--- src/rtl/cordic_pkg.sv ---
// Shared fixed-point formats, arctangent table and constants for the CORDIC
// rotation and vectoring blocks.
package cordic_pkg;

    localparam int CORDIC_DATA_W = 20;   // coordinates, signed Q3.16
    localparam int CORDIC_ANG_W  = 20;   // angles, signed Q15.4 degrees
    localparam int COORD_FRAC_W  = 16;
    localparam int ANG_FRAC_W    = 4;

    localparam int ATAN_N = 12;
    localparam logic signed [CORDIC_ANG_W-1:0] ATAN_LUT [ATAN_N] = '{
        20'sd720, 20'sd425, 20'sd225, 20'sd114, 20'sd57, 20'sd29,
        20'sd14,  20'sd7,   20'sd4,   20'sd2,   20'sd1,  20'sd0
    };

    // 1/K ~= 2^-1 + 2^-3 - 2^-6 - 2^-9 - 2^-13 (~0.60730)
    localparam int GAIN_SH_A = 1;
    localparam int GAIN_SH_B = 3;
    localparam int GAIN_SH_C = 6;
    localparam int GAIN_SH_D = 9;
    localparam int GAIN_SH_E = 13;

    localparam int ANG_90_DEG  = 1440;
    localparam int ANG_180_DEG = 2880;

    typedef enum logic [1:0] {
        IDLE  = 2'd0,
        ITER  = 2'd1,
        SCALE = 2'd2
    } cordic_state_t;

endpackage

--- src/rtl/cordic_atan_rom.sv ---
// Combinational arctangent lookup: atan(2^-idx) in Q15.4 degrees.
module cordic_atan_rom
    import cordic_pkg::*;
#(
    parameter int ANG_W = CORDIC_ANG_W
) (
    input  logic [3:0]              idx,
    output logic signed [ANG_W-1:0] angle
);

    always_comb begin
        angle = '0;
        if (int'(idx) < ATAN_N) begin
            angle = ANG_W'(ATAN_LUT[idx]);
        end
    end

endmodule

--- src/rtl/cordic_vectoring.sv ---
// Iterative vectoring-mode CORDIC: one micro-rotation per clock, converts
// (x, y) into magnitude (Q4.16) and angle (Q15.4 degrees).
module cordic_vectoring
    import cordic_pkg::*;
#(
    parameter int DATA_W = CORDIC_DATA_W,
    parameter int ANG_W  = CORDIC_ANG_W,
    parameter int N_ITER = 10,
    parameter int GUARD  = 2
) (
    input  logic                     clk,
    input  logic                     rst,
    input  logic                     start,
    input  logic signed [DATA_W-1:0] x_in,
    input  logic signed [DATA_W-1:0] y_in,
    output logic                     busy,
    output logic                     done,
    output logic signed [DATA_W:0]   mag_out,
    output logic signed [ANG_W-1:0]  ang_out
);

    localparam int XW = DATA_W + GUARD;
    localparam logic signed [ANG_W-1:0] Z_P90  = ANG_W'(ANG_90_DEG);
    localparam logic signed [ANG_W-1:0] Z_M90  = ANG_W'(-ANG_90_DEG);
    localparam logic signed [ANG_W-1:0] Z_P180 = ANG_W'(ANG_180_DEG);
    localparam logic signed [ANG_W-1:0] Z_M180 = ANG_W'(-ANG_180_DEG);

    cordic_state_t           state;
    logic [3:0]              iter;
    logic signed [XW-1:0]    x;
    logic signed [XW-1:0]    y;
    logic signed [ANG_W-1:0] z;
    logic                    zero_vec;

    logic signed [XW-1:0]    x_ext;
    logic signed [XW-1:0]    y_ext;
    logic signed [XW-1:0]    x_next;
    logic signed [XW-1:0]    y_next;
    logic signed [XW-1:0]    mag_full;
    logic signed [ANG_W-1:0] atan_i;
    logic signed [ANG_W-1:0] z_next;
    logic signed [ANG_W-1:0] ang_fix;

    cordic_atan_rom #(.ANG_W(ANG_W)) u_atan_rom (
        .idx   (iter),
        .angle (atan_i)
    );

    assign x_ext = XW'(x_in);
    assign y_ext = XW'(y_in);

    // Drive y toward zero; x and y both use the previous cycle's values.
    always_comb begin
        x_next = x;
        y_next = y;
        z_next = z;
        if (!y[XW-1]) begin
            x_next = x + (y >>> iter);
            y_next = y - (x >>> iter);
            z_next = z + atan_i;
        end else begin
            x_next = x - (y >>> iter);
            y_next = y + (x >>> iter);
            z_next = z - atan_i;
        end
    end

    assign mag_full = (x >>> GAIN_SH_A) + (x >>> GAIN_SH_B) - (x >>> GAIN_SH_C)
                    - (x >>> GAIN_SH_D) - (x >>> GAIN_SH_E);
    assign ang_fix  = (z == Z_M180) ? Z_P180 : z;

    always_ff @(posedge clk) begin
        if (!rst) begin
            state    <= IDLE;
            iter     <= '0;
            x        <= '0;
            y        <= '0;
            z        <= '0;
            zero_vec <= 1'b0;
            busy     <= 1'b0;
            done     <= 1'b0;
            mag_out  <= '0;
            ang_out  <= '0;
        end else begin
            done <= 1'b0;
            case (state)
                IDLE: begin
                    if (start) begin
                        busy     <= 1'b1;
                        iter     <= '0;
                        zero_vec <= (x_in == '0) && (y_in == '0);
                        state    <= ITER;
                        // Pre-rotate into the right half-plane so the
                        // micro-rotations only need to cover +/-99.9 degrees.
                        if (!x_in[DATA_W-1]) begin
                            x <= x_ext;
                            y <= y_ext;
                            z <= '0;
                        end else if (!y_in[DATA_W-1]) begin
                            x <= y_ext;
                            y <= -x_ext;
                            z <= Z_P90;
                        end else begin
                            x <= -y_ext;
                            y <= x_ext;
                            z <= Z_M90;
                        end
                    end
                end
                ITER: begin
                    x    <= x_next;
                    y    <= y_next;
                    z    <= z_next;
                    iter <= iter + 4'd1;
                    if (iter == 4'(N_ITER - 1)) begin
                        state <= SCALE;
                    end
                end
                SCALE: begin
                    mag_out <= zero_vec ? '0 : (DATA_W + 1)'(mag_full);
                    ang_out <= zero_vec ? '0 : ang_fix;
                    done    <= 1'b1;
                    busy    <= 1'b0;
                    state   <= IDLE;
                end
                default: begin
                    busy  <= 1'b0;
                    state <= IDLE;
                end
            endcase
        end
    end

endmodule

--- config.mk ---
export PLATFORM = sky130hd
export DESIGN_NAME = cordic_vectoring
export DESIGN_NICKNAME = d
export VERILOG_FILES = /design/src/rtl/cordic_pkg.sv /design/src/rtl/cordic_atan_rom.sv /design/src/rtl/cordic_vectoring.sv
export SDC_FILE = /design/constraint.sdc
export NUM_CORES = 1
export LEC_CHECK = 0
export CAP_MARGIN = 15
export CORE_MARGIN = 3
export CORE_UTILIZATION = 53
export DETAILED_ROUTE_END_ITERATION = 10
export PLACE_DENSITY = 0.72
export SYNTH_ARGS = -nofsm -noshare
export SYNTH_HDL_FRONTEND = slang
export SYNTH_SLANG_ARGS = --single-unit
export TNS_END_PERCENT = 30
--- constraint.sdc ---
create_clock -name clk -period 10.15 [get_ports clk]
set_clock_uncertainty 0.2 [all_clocks]
set_input_delay 2.5375 -clock clk [delete_from_list [all_inputs] [get_ports clk]]
set_output_delay 2.5375 -clock clk [all_outputs]
set_load 0.05 [all_outputs]
## Yosys cells after proc, flatten, opt, wreduce, memory -nomap -nowiden

Memory sizes are Yosys's and may differ from the RTL's.
Cells that the tools add are included.

- Add/sub/neg operators: 13
- Magnitude comparators: 2
- Equality and inequality tests: 6
- Shifts and indexed selects: 2
- Mux-type cells: 29
- Bitwise logic cells: 2
- Reductions and logical operators: 9

Operators with widths:

| cell | count |
|---|---|
| 20-bit 2-to-1 mux | 9 |
| 22-bit 2-to-1 mux | 8 |
| 22-bit one-hot mux with 2 select lines | 2 |
| 22-bit adder | 2 |
| 20-bit negator with 22-bit output | 2 |
| 22-bit by 4-bit >>> shifter with 22-bit output | 2 |
| 22-bit subtractor | 2 |
| 20-bit zero test | 2 |
| 20-bit one-hot mux with 2 select lines | 1 |
| 21-bit by 19-bit adder with 21-bit output | 1 |
| 21-bit 2-to-1 mux | 1 |
| 21-bit by 13-bit subtractor with 21-bit output | 1 |
| 21-bit by 16-bit subtractor with 21-bit output | 1 |
| 21-bit by 9-bit subtractor with 21-bit output | 1 |
| 20-bit adder | 1 |
| 20-bit by 13-bit == test with 1-bit output (second input constant) | 1 |
| 20-bit subtractor | 1 |
| 4-bit one-hot mux with 2 select lines | 1 |
| 2-bit AND reduction | 4 |
| 5-bit >= comparator (second input constant) | 1 |
| 4-bit NOT with 5-bit output | 1 |
| 4-bit by 1-bit adder with 4-bit output (second input constant) | 1 |
| 4-bit == test (second input constant) | 1 |
| 4-bit < comparator (second input constant) | 1 |
| 12 further kinds | 15 |

- Register bits after elaboration: 114
- Memory bits (read-only): 320
- Memories: 1

Memory list:

| memory | depth | bits a word | read ports | clocked after Yosys merged registers in | write ports | RTL line | source |
|---|---|---|---|---|---|---|---|
| (name not given) | 16 | 20 | 1 | 0 | 0 | cordic_atan_rom.sv:14 | `angle = ANG_W'(ATAN_LUT[idx]);` |

## Depth between registers and ports, before layout

- Depth in word-level cells: 8
- Mapped depth: 27

## Hierarchy

From an unflattened synthesis, not the netlist that was laid out.

- Cells, all modules: 1864
- Area, all modules: 14601.5 um^2

Modules (own cells, without submodules):

| module | instances | cells each | area each (um^2) | seq. area each (um^2) |
|---|---|---|---|---|
| cordic_vectoring | 1 | 1819 | 14272.4 | 2282.2 |
| cordic_atan_rom | 1 | 45 | 329.1 | 0.0 |

## Worst setup path after synthesis

No wires, ideal clock.

- Path kind: register to register
- Start: reg iter[3]
- End: reg z[18]
- Arrival time: 5166 ps
- Data required time: 9834 ps
- Setup slack: 4668 ps
- Stages on the path, launching flop included: 23
- Period minus slack after synthesis: 5482 ps
- Cells stage by stage: dfxtp_1 > clkbuf_1 > buf_2 > buf_1 > buf_2 > nand2_1 > a21boi_0 > o22a_1 > ha_1 > nor3b_1 > a31oi_1 > xnor2_1 > ha_1 > a211o_1 > nor2_1 > a22oi_1 > a41o_1 > or4_1 > a31o_2 > o41a_1 > xor2_1 > a21oi_1 > nor2_1

- Longest elaborated chain between the ends: 8

Ends and longest elaborated chain:

| element | RTL line | source |
|---|---|---|
| start, declared | cordic_vectoring.sv:29 | `logic [3:0] iter;` |
| start signal, assigned | cordic_vectoring.sv:114 | `iter <= iter + 4'd1;` |
| 4-bit NOT with 5-bit output (implied by the code) | cordic_atan_rom.sv:14 |  |
| memory 16 x 20 bit | -- |  |
| 20-bit 2-to-1 mux (implied by the code) (2 in a row) | cordic_atan_rom.sv:14 |  |
| 20-bit 2-to-1 mux * | cordic_atan_rom.sv:13 | `if (int'(idx) < ATAN_N) begin` |
| 20-bit adder or 20-bit subtractor (tied branches) | cordic_vectoring.sv:60, cordic_vectoring.sv:64 |  |
| 20-bit 2-to-1 mux * | cordic_vectoring.sv:57 | `if (!y[XW-1]) begin` |
| 20-bit one-hot mux with 2 select lines * | cordic_vectoring.sv:86 | `case (state)` |
| end signal, assigned | cordic_vectoring.sv:113 | `z <= z_next;` |
| end, declared | cordic_vectoring.sv:32 | `logic signed [ANG_W-1:0] z;` |

Mark *: on every way between the ends. The rest lies on a longest branch, timed or not. The select of a mux whose other input is x is not followed.
A chain may end at the register's enable or synchronous reset.

## Final worst setup path

- Start: reg iter[1]
- End: reg y[20]

- Longest elaborated chain between the ends: 4

Ends and longest elaborated chain:

| element | RTL line | source |
|---|---|---|
| 22-bit by 4-bit >>> shifter with 22-bit output * | cordic_vectoring.sv:59, cordic_vectoring.sv:63 |  |
| 22-bit subtractor or 22-bit adder (tied branches) | cordic_vectoring.sv:59, cordic_vectoring.sv:63 |  |
| 22-bit 2-to-1 mux * | cordic_vectoring.sv:57 |  |
| 22-bit one-hot mux with 2 select lines * | cordic_vectoring.sv:86 |  |
| end signal, assigned | cordic_vectoring.sv:97 | `y <= y_ext;` |
| end signal, assigned | cordic_vectoring.sv:101 | `y <= -x_ext;` |
| end signal, assigned | cordic_vectoring.sv:105 | `y <= x_ext;` |
| end, declared | cordic_vectoring.sv:31 | `logic signed [XW-1:0] y;` |

Mark *: on every way between the ends. The rest lies on a longest branch, timed or not.

==> run summary <==
final setup fails: 0
RSZ-0062 raised after global routing: no
# Post-CTS Setup Buffers: 0
FP Rows: 58
final WL: 44140 um
CP max FO: 54
Net Sw Power: 1.981 mW
Crit path max-delay family: compound AO/OA/AOI/OAI gates
vias per inst: 6.415
Synth cell types: 80
Post-Synthesis Cells: 1784
Sw Share: 48.89%
Buf+Inv Stages, Crit Path: 1
status: finished, final reports clean
Core Util, Final: 60.74%
number of CTS-inserted buffers: 17
Synth top area share: 16.27%
post-synthesis net count: 1980
Overflow after GRT: 0
clock share of power: 15.3%
crit path kind: reg -> reg
sequential share of the synthesized area: 16.27%
Max IR drop VDD: 0.0001840 V
total number of vias: 13747
pre-CTS setup slack: 4.164 ns
core footprint: 25620 sq um
post-CTS sizing: 0
period utilisation layout: 60.06%
Hold Path Stages: 2
RR Startpoint: iter[1]
post-synth top area cell: dfxtp_1
synth top area cells: dfxtp_1 16%, ha_1 9.4%, fa_1 6.9%, nor2_1 5.5%, a21oi_1 5.4%
die area: 28450 sq um
XOR/XNOR Fraction of Synth Area: 8.055%
DRT antenna net count: 0
Max Freq: 164.1 MHz
Post-Syn Area: 14030 sq um
FF+latch count, synth: 114
Reg2Reg Setup Slack: 4.05 ns
Post-Synthesis Mean Instance Area: 7.862 sq um
layout cell share with drive strength beyond 1: 6.509%
PD cells: 260.4 nW/um^2
DPL Wire Length: 32530 um
Min-Delay Endpoint: mag_out[20]
CP dominant cell by count: a21o_1
Clk Latency, worst-skew pair: 0.43 ns
Combinational Power Share: 69.8%
antenna diode count: 0
worst slew pin tran: 1.032 ns
Yosys warnings: 0
worst reg2reg path depth: 20
worst relative slew slack: 30.70%
Port Buffers: 85
cts hold-fix bufs: 0
Die Ht: 168.7 um
Critical Path Max Stage Delay: 0.63 ns
Compound-Gate Fraction of Synth Area: 24.94%
routability cong.: 1.012
max capacitance violation total: 0
htree depth: 4
setup_tns: 0 ns
Die Span X: 168.7 um
post-layout min period: 6.096 ns
GR Util All Layers: 30.71%
layout net count: 1996
vias in the first global route: 13271
worst min-delay path class: reg -> reg
arrival time at the worst endpoint: 6.18 ns
Adder-Cell Fraction of Synth Area: 16.22%
Worst-path clk slew: 0.06 ns
DR DRC count: 0
Synth Flop Type: dfxtp_1
Worst R2R End: y[20]
Final Hold Viols: 0
router iterations before antenna repair: 6
P&R area growth vs syn: 10.94%
antenna violations before repair: 0
Flop pwr share: 14.9%
Post-synth EDFFs: 0
Simple-Gate Fraction of Synth Area: 17.64%
Critical Path RT: 10.24 ns
Int Pwr: 2.071 mW
largest net degree at the start of global routing: 81
largest family of logic cells by synthesized area: compound AO/OA/AOI/OAI gates
Design Power: 4.052 mW
initial core utilization: 54.75%
crit path launch type: register
Leak Pwr: 6.454 nW
CP Capture Type: register
placed insts: 2111
CP max stage cell: mux4_2
Root Buffer: clkbuf_16
Clock Sink Count: 114
CP Cell Sequence: buf_4 > mux4_2 > mux2_2 > mux2i_1 > and2_1 > nand2_1 > nor4_2 > a31oi_1 > xnor2_1 > ha_1 > a21o_1 > a21o_1 > a21o_1 > or3_1 > o21ai_0 > o21ai_0 > a21oi_1 > nor4b_1 > a21oi_1 > a31oi_1
Ports: 86
final worst setup slack: 4.054 ns
Longest Clk Path Bufs: 2
CTS tree: yes
Async SR Flop Fraction: 0%
mux share of post-synthesis cell area: 10.55%
Non-Filler Instances: 2143
first-pass GRT wire length: 70960 um
Detailed Route Iter0 Violations: 1519
fin. max-slew vios: 0
wire per inst: 20.60 um
hold_sp: mag_out[20]
==> synth_stat cells (35+ instances only) <==
master / n
ha_1: 105
a21oi_1: 150
dfxtp_1: 114
a22oi_1: 35
nor2_1: 204
nor3_1: 48
xor2_1: 50
mux2i_1: 44
a211oi_1: 66
xnor2_1: 79
clkbuf_1: 75
o21ai_0: 109
fa_1: 48
inv_1: 114
nand2_1: 124
a21o_1: 36
==> worst register-to-register path: stages, from the launching register on <==
cell,delay [ns]
dfxtp_2,0.39
buf_4,0.59
mux4_2,0.67
mux2_2,0.30
mux2i_1,0.26
and2_1,0.25
nand2_1,0.11
nor4_2,0.50
a31oi_1,0.19
xnor2_1,0.18
ha_1,0.39
a21o_1,0.19
a21o_1,0.16
a21o_1,0.20
or3_1,0.30
o21ai_0,0.28
o21ai_0,0.22
a21oi_1,0.25
nor4b_1,0.08
a21oi_1,0.15
a31oi_1,0.09
==> state kept, by name, summed over array words and instances (netlist names) <==
| signal | count |
|---|---|
| iter | 4 |
| mag_out | 21 |
| done | 1 |
| x | 22 |
| ang_out | 20 |
| y | 22 |
| busy | 1 |
| state | 2 |
| zero_vec | 1 |
| z | 20 |
==> cells by family (layout without fill, tap and decap cells) <==
logic type,count (synthesis),in the layout
adder cells (fa/ha/maj),153,153
XOR/XNOR,129,129
multiplexers,97,97
flip-flops,114,114
AO/OA/AOI/OAI,546,546
AND/OR/NAND/NOR,524,524
buffers and inverters,221,250
==> power groups by stage <==
stage / clock, mW / combinational [mW] / sequential (mW)
finish: 0.618 / 2.83 / 0.604
global route: 0.641 / 3.18 / 0.607
CTS: 0.621 / 2.80 / 0.597
detailed placement: 0 / 2.77 / 0.606
global placement: 0 / 2.71 / 0.606
floorplan: 0 / 2.21 / 0.557
==> worst max path at each step <==
| stage | to | cells past startpoint | slack (ns) | from |
|---|---|---|---|---|
| 6_report | y[20] | 20 | 4.05 | iter[1] |
| 5_1_grt | y[20] | 20 | 3.63 | iter[1] |
| 4_1_cts | y[20] | 20 | 4.12 | iter[1] |
| 3_5_place_dp | y[20] | 20 | 4.16 | iter[1] |
| 3_3_place_gp | y[16] | 9 | 4.30 | x_in[3] |
| 2_1_floorplan | z[18] | 22 | 4.67 | iter[3] |
==> layer usage <==
layer	wire, um	part of all wire [%]	track usage, %	vias to the layer above
li1	-	-	-	6523
met1	19050	43	40.88	6521
met2	19880	45	49.18	581
met3	3166	7.2	5.558	122
met4	2045	4.6	13.02	0
met5	0	0	0	-
==> cell usage in the layout, fill, tap and decap left out, types with 15 or more instances in the layout <==
master | netlist | layout
o22ai_1 | 15 | 15
xor2_1 | 50 | 50
a21oi_1 | 150 | 150
clkbuf_16 | 0 | 17
nand2_1 | 124 | 124
nor2_1 | 204 | 203
a31oi_1 | 27 | 27
o21ai_0 | 109 | 109
nor2b_1 | 18 | 17
clkdlybuf4s50_1 | 0 | 84
a211oi_1 | 66 | 66
o21a_1 | 16 | 16
mux2i_1 | 44 | 44
xnor2_1 | 79 | 79
ha_1 | 105 | 105
nand2b_1 | 25 | 24
nand3_1 | 26 | 26
nor3_1 | 48 | 48
mux4_2 | 24 | 24
a22oi_1 | 35 | 35
buf_4 | 3 | 16
or3_1 | 15 | 15
inv_1 | 114 | 113
mux2_2 | 16 | 16
dfxtp_1 | 114 | 110
a21o_1 | 36 | 36
fa_1 | 48 | 48
==> per-stage QoR <==
step / cell area [sq um] / hold WS (ns)
3_3_place_gp: 14980 / 0.2630
6_report: 15560 / 0.2819
4_1_cts: 15560 / 0.2852
2_1_floorplan: 14030 / 0.2493
3_5_place_dp: 14980 / 0.2775
5_1_grt: 15560 / 0.3057
==> cell type report <==
cell class / count / area (sq um)
Clock buffer: 20 / 446.7
Fill cell: 2289 / 10060
Timing Repair Buffer: 101 / 965.9
Inverter: 117 / 439.2
Multi-Input combinational cell: 1449 / 10880
Tap cell: 330 / 412.9
Sequential cell: 114 / 2287
Clock inverter: 12 / 132.6
(Power assumes the default switching activity.)
